File: config.mk
export PLATFORM = sky130hd
export DESIGN_NAME = parallel_to_serial
export DESIGN_NICKNAME = d
export VERILOG_FILES = /design/src/rtl/parallel_to_serial.sv
export SDC_FILE = /design/constraint.sdc
export NUM_CORES = 1
export LEC_CHECK = 0
export BUFFER_PORTS_ARGS = -buffer_cell sky130_fd_sc_hd__buf_2
export CORE_UTILIZATION = 56
export DETAILED_ROUTE_END_ITERATION = 7
export GPL_ROUTABILITY_DRIVEN = 0
export HOLD_SLACK_MARGIN = 0.03
export PLACE_DENSITY_LB_ADDON = 0.08
export SKIP_LAST_GASP = 1
export SLEW_MARGIN = 20
export SYNTH_ARGS = -nofsm -noshare
export SYNTH_HDL_FRONTEND = slang
export SYNTH_SLANG_ARGS = --single-unit
File: constraint.sdc
create_clock -name clk -period 2.5 [get_ports clk]
set_clock_uncertainty 0.1 [all_clocks]
set_input_delay 0.25 -clock clk [delete_from_list [all_inputs] [get_ports clk]]
set_output_delay 0.25 -clock clk [all_outputs]
set_load 0.02 [all_outputs]
File: src/rtl/parallel_to_serial.sv
// Serializes one N-bit word into N/8 bytes, MSB first, for a UART transmitter.
// Handshake: a word moves when in_valid && in_ready on a rising clk edge; in_ready is high only in IDLE.
module parallel_to_serial #(
   parameter int N          = 32,
   parameter int NBYTES     = 4,
   parameter int NBYTESlog2 = 2
) (
   input  logic            clk,
   input  logic            rst,
   input  logic            in_valid,
   input  logic [N-1:0]    in_data,
   output logic            in_ready,
   output logic [7:0]      tx_byte,
   output logic            tx_start,
   input  logic            tx_busy,
   output logic            done,
   output logic [1:0]      dbg_state
);

   typedef enum logic [1:0] {
      S_IDLE  = 2'd0,
      S_START = 2'd1,
      S_GUARD = 2'd2,
      S_WAIT  = 2'd3
   } state_t;

   localparam logic [NBYTESlog2-1:0] LAST_CNT = NBYTESlog2'(NBYTES - 1);
   localparam logic [NBYTESlog2-1:0] CNT_ONE  = NBYTESlog2'(1);

   state_t                  r_state;
   state_t                  w_state_nxt;
   logic [N-1:0]            r_sreg;
   logic [NBYTESlog2-1:0]   r_cnt;
   logic                    r_tx_start;
   logic                    r_done;
   logic                    w_load;
   logic                    w_advance;
   logic                    w_finish;
   logic                    w_last;

   assign w_last = (r_cnt == LAST_CNT);

   always_comb begin
      w_state_nxt = r_state;
      w_load      = 1'b0;
      w_advance   = 1'b0;
      w_finish    = 1'b0;
      case (r_state)
         S_IDLE: begin
            if (in_valid) begin
               w_load      = 1'b1;
               w_state_nxt = S_START;
            end
         end
         S_START: w_state_nxt = S_GUARD;
         // The UART raises busy one cycle after start, so it is not looked at here.
         S_GUARD: w_state_nxt = S_WAIT;
         S_WAIT: begin
            if (!tx_busy) begin
               if (w_last) begin
                  w_finish    = 1'b1;
                  w_state_nxt = S_IDLE;
               end else begin
                  w_advance   = 1'b1;
                  w_state_nxt = S_START;
               end
            end
         end
         default: w_state_nxt = S_IDLE;
      endcase
   end

   always_ff @(posedge clk) begin
      if (rst) begin
         r_state    <= S_IDLE;
         r_sreg     <= '0;
         r_cnt      <= '0;
         r_tx_start <= 1'b0;
         r_done     <= 1'b0;
      end else begin
         r_state    <= w_state_nxt;
         r_tx_start <= (w_state_nxt == S_START);
         r_done     <= w_finish;
         if (w_load) begin
            r_sreg <= in_data;
            r_cnt  <= '0;
         end else if (w_advance) begin
            r_sreg <= r_sreg << 8;
            r_cnt  <= r_cnt + CNT_ONE;
         end
      end
   end

   assign in_ready  = (r_state == S_IDLE);
   assign tx_byte   = r_sreg[N-1 -: 8];
   assign tx_start  = r_tx_start;
   assign done      = r_done;
   assign dbg_state = r_state;

endmodule

==> results.sh <==
export IMPL_sw_frac_of_total_pct=28.36
export IMPL_rsz0062_at_grt="no"
export IMPL_pre_cts_ws_ps=677.5
export IMPL_slew_limit_headroom_pct=41.59
export IMPL_synth_flop_cell="dfxtp_1"
export IMPL_ys_types=22
export IMPL_synth_seq_cells=38
export IMPL_drive_gt1_share_pct=34.58
export IMPL_post_cts_resize_count=0
export IMPL_clock_latency_ps=340
export IMPL_fin_crit_sh_pct=74.51
export IMPL_setup_violations=0
export IMPL_fin_nets=276
export IMPL_placed_cells=270
export IMPL_placed_area_mm2=0.001951
export IMPL_path_max_fanout=26
export IMPL_drv_slew=0
export IMPL_synth_commonest_cells="nand2_1, dfxtp_1, nor2_1, a311oi_2, buf_4"
export IMPL_cts_buffers_inserted=5
export IMPL_maxCapViolCount=0
export IMPL_final_cells=284
export IMPL_port_buffers=48
export IMPL_tritoncts="built"
export IMPL_final_util_pct=67.28
export IMPL_hold_viol=0
export IMPL_end_kind="register"
export IMPL_fmax_mhz=536.9
export IMPL_grt_max_degree=57
export IMPL_dieArea_mm2=0.003511
export IMPL_hold_class="in2reg"
export IMPL_io_pins=49
export IMPL_die_x_um=59.25
export IMPL_powerDensity_mw_per_mm2=605.1
export IMPL_tightest_slew_ps=876.1
export IMPL_grt_use_total_pct=20.63
export IMPL_p_int_uw=897.6
export IMPL_antenna_found_initial=0
export IMPL_required_ps=2650
export IMPL_total_power_mw=1.253
export IMPL_synth_largest_area_cell="dfxtp_1"
export IMPL_yosysMostFrequentCell="nand2_1"
export IMPL_clkTransAtPathRegs_ps=110
export IMPL_p_sw_uw=355.3
export IMPL_synth_area_mm2=0.001836
export IMPL_avgViaCountPerCell=5.162
export IMPL_seq_power_share_pct=55.0
export IMPL_status="completed"
export IMPL_gr_total_overflow=0
export IMPL_comb_power_share_pct=19.0
export IMPL_fin_ws_ps=637.3
export IMPL_grt_pass1_wl_um=5416
export IMPL_routed_wl_um=3257
export IMPL_cts_sinks=38
export IMPL_htreeDepth=2
export IMPL_yosysWarnings=0
export IMPL_drtIter0Drc=69
export IMPL_fillCellCount=300
export IMPL_start_kind="register"
export IMPL_synthCells=204
export IMPL_finalInstanceArea_mm2=0.002071
export IMPL_clkPwrFrac_pct=26.0
export IMPL_synth_edff_count=0
export IMPL_worst_ep_arrival_time_ps=2010
export IMPL_hpwl_um=2172
export IMPL_ys_top_cells_by_area="dfxtp_1, a311oi_2, nand2_1, nor2_1, buf_4"
export IMPL_route_detailed_drc=0
export IMPL_fp_dieH_um=59.25
export IMPL_cts_root_buf="clkbuf_4"
export IMPL_ir_drop_uv=452.7
export IMPL_p_leak_nw=0.8020
export IMPL_wire_per_inst_um=11.47
export IMPL_criticalPathCategory="reg2reg"
export IMPL_tns_ps=0
export IMPL_core_area_mm2=0.003078
export IMPL_drtPass1Iterations=4
export IMPL_postRouteAntennaNets=0
export IMPL_cts_buffer_depth=2
export IMPL_first_global_vias=1249
export IMPL_synth_top_cell_area_share_pct=41.45
export IMPL_synth_seq_area_share_pct=41.45
export IMPL_num_rows=20
export IMPL_syn_avg_cell_area_um2=8.998
export IMPL_syn_nets=241
export IMPL_hold_slack_ps=48.13
export IMPL_via_count=1466
export IMPL_initial_utilization_pct=59.63
export IMPL_synth_async_reset_ratio_pct=0
export IMPL_n_antenna_cell=0
export IMPL_post_route_min_period_ps=1863
export IMPL_area_growth_pct=12.82
worst max-delay path, cell delays in order (launching register included):
cell,delay (ps)
dfxtp_1,340
ha_1,230
and4bb_2,680
nand2_1,140
a311oi_2,270
layer usage:
layer | vias to the layer above | GRT usage (%) | part of all wire [%]
li1 | 767 | - | -
met1 | 657 | 26.06 | 48
met2 | 38 | 32.10 | 46
met3 | 4 | 6.550 | 5.0
met4 | 0 | 9.184 | 1.7
met5 | - | 0 | 0
cell usage in the layout, fill, tap and decap left out, drive strengths merged:
cell         Yosys  layout
ha               1       1
nand2           56      56
a21oi            9       9
dfxtp           38      38
mux2i            1       1
clkbuf           5       7
nand3            8       8
nor3b            3       3
dlygate4sd3      0       6
nor2b            1       1
nand3b           2       2
and4bb           1       1
nor3             2       2
nand4bb          1       1
o21ai            1       1
buf             22      49
nor2            27      27
clkinv           0       1
or3b             1       1
a311oi          24      24
xnor2            1       1
logic make-up after synthesis:
group	share of synthesized area (%)
muxes	0.5454
xor gates and xnor gates	0.4773
DFF	41.45
buffers and inverters	10.22
and+or+nand+nor	24.27
AOI/OAI and AO/OA	22.36
adders and majority gates	0.6816
area by class of cell:
cell class,instances,area (um2),area share [%]
clock buffers,7,55.05,2.659
clock inverters,1,5.005,0.2417
multi-input cells,139,887.1,42.84
flip-flops and latches,38,760.7,36.74
well taps,44,55.05,2.659
repair buffers,55,307.8,14.86
path summary, 6_finish.rpt:
check                    startpoint                      end  slack, ps  depth (start not counted)
max           r_cnt[0]$_SDFFE_PP0P_  r_sreg[16]$_SDFFE_PP0P_        640                          4
min                      in_data[0]   r_sreg[0]$_SDFFE_PP0P_         50                          3
max reg2reg   r_cnt[0]$_SDFFE_PP0P_  r_sreg[16]$_SDFFE_PP0P_        640                          4
min reg2reg  r_sreg[6]$_SDFFE_PP0P_   r_sreg[6]$_SDFFE_PP0P_        370                          2
sequential cells by signal (all words and copies together), names as in the netlist:
| register | flops |
|---|---|
| tx_start | 1 |
| done | 1 |
| r_sreg | 32 |
| r_cnt | 2 |
| dbg_state | 2 |
power groups by stage:
| stage | registers (mW) | clock network, mW | logic, mW |
|---|---|---|---|
| floorplan | 0.697 | 0 | 0.208 |
| global placement | 0.699 | 0 | 0.229 |
| detailed placement | 0.703 | 0 | 0.234 |
| CTS | 0.689 | 0.340 | 0.242 |
| global route | 0.697 | 0.368 | 0.264 |
| finish | 0.689 | 0.326 | 0.239 |
what timing repair did:
action	4_1_cts	5_1_grt
endpoints found under the setup margin	0	0
buffers inserted	0	0
hold buffers	6	0
endpoints found under the hold margin	6	0
(Power assumes the default switching activity.)
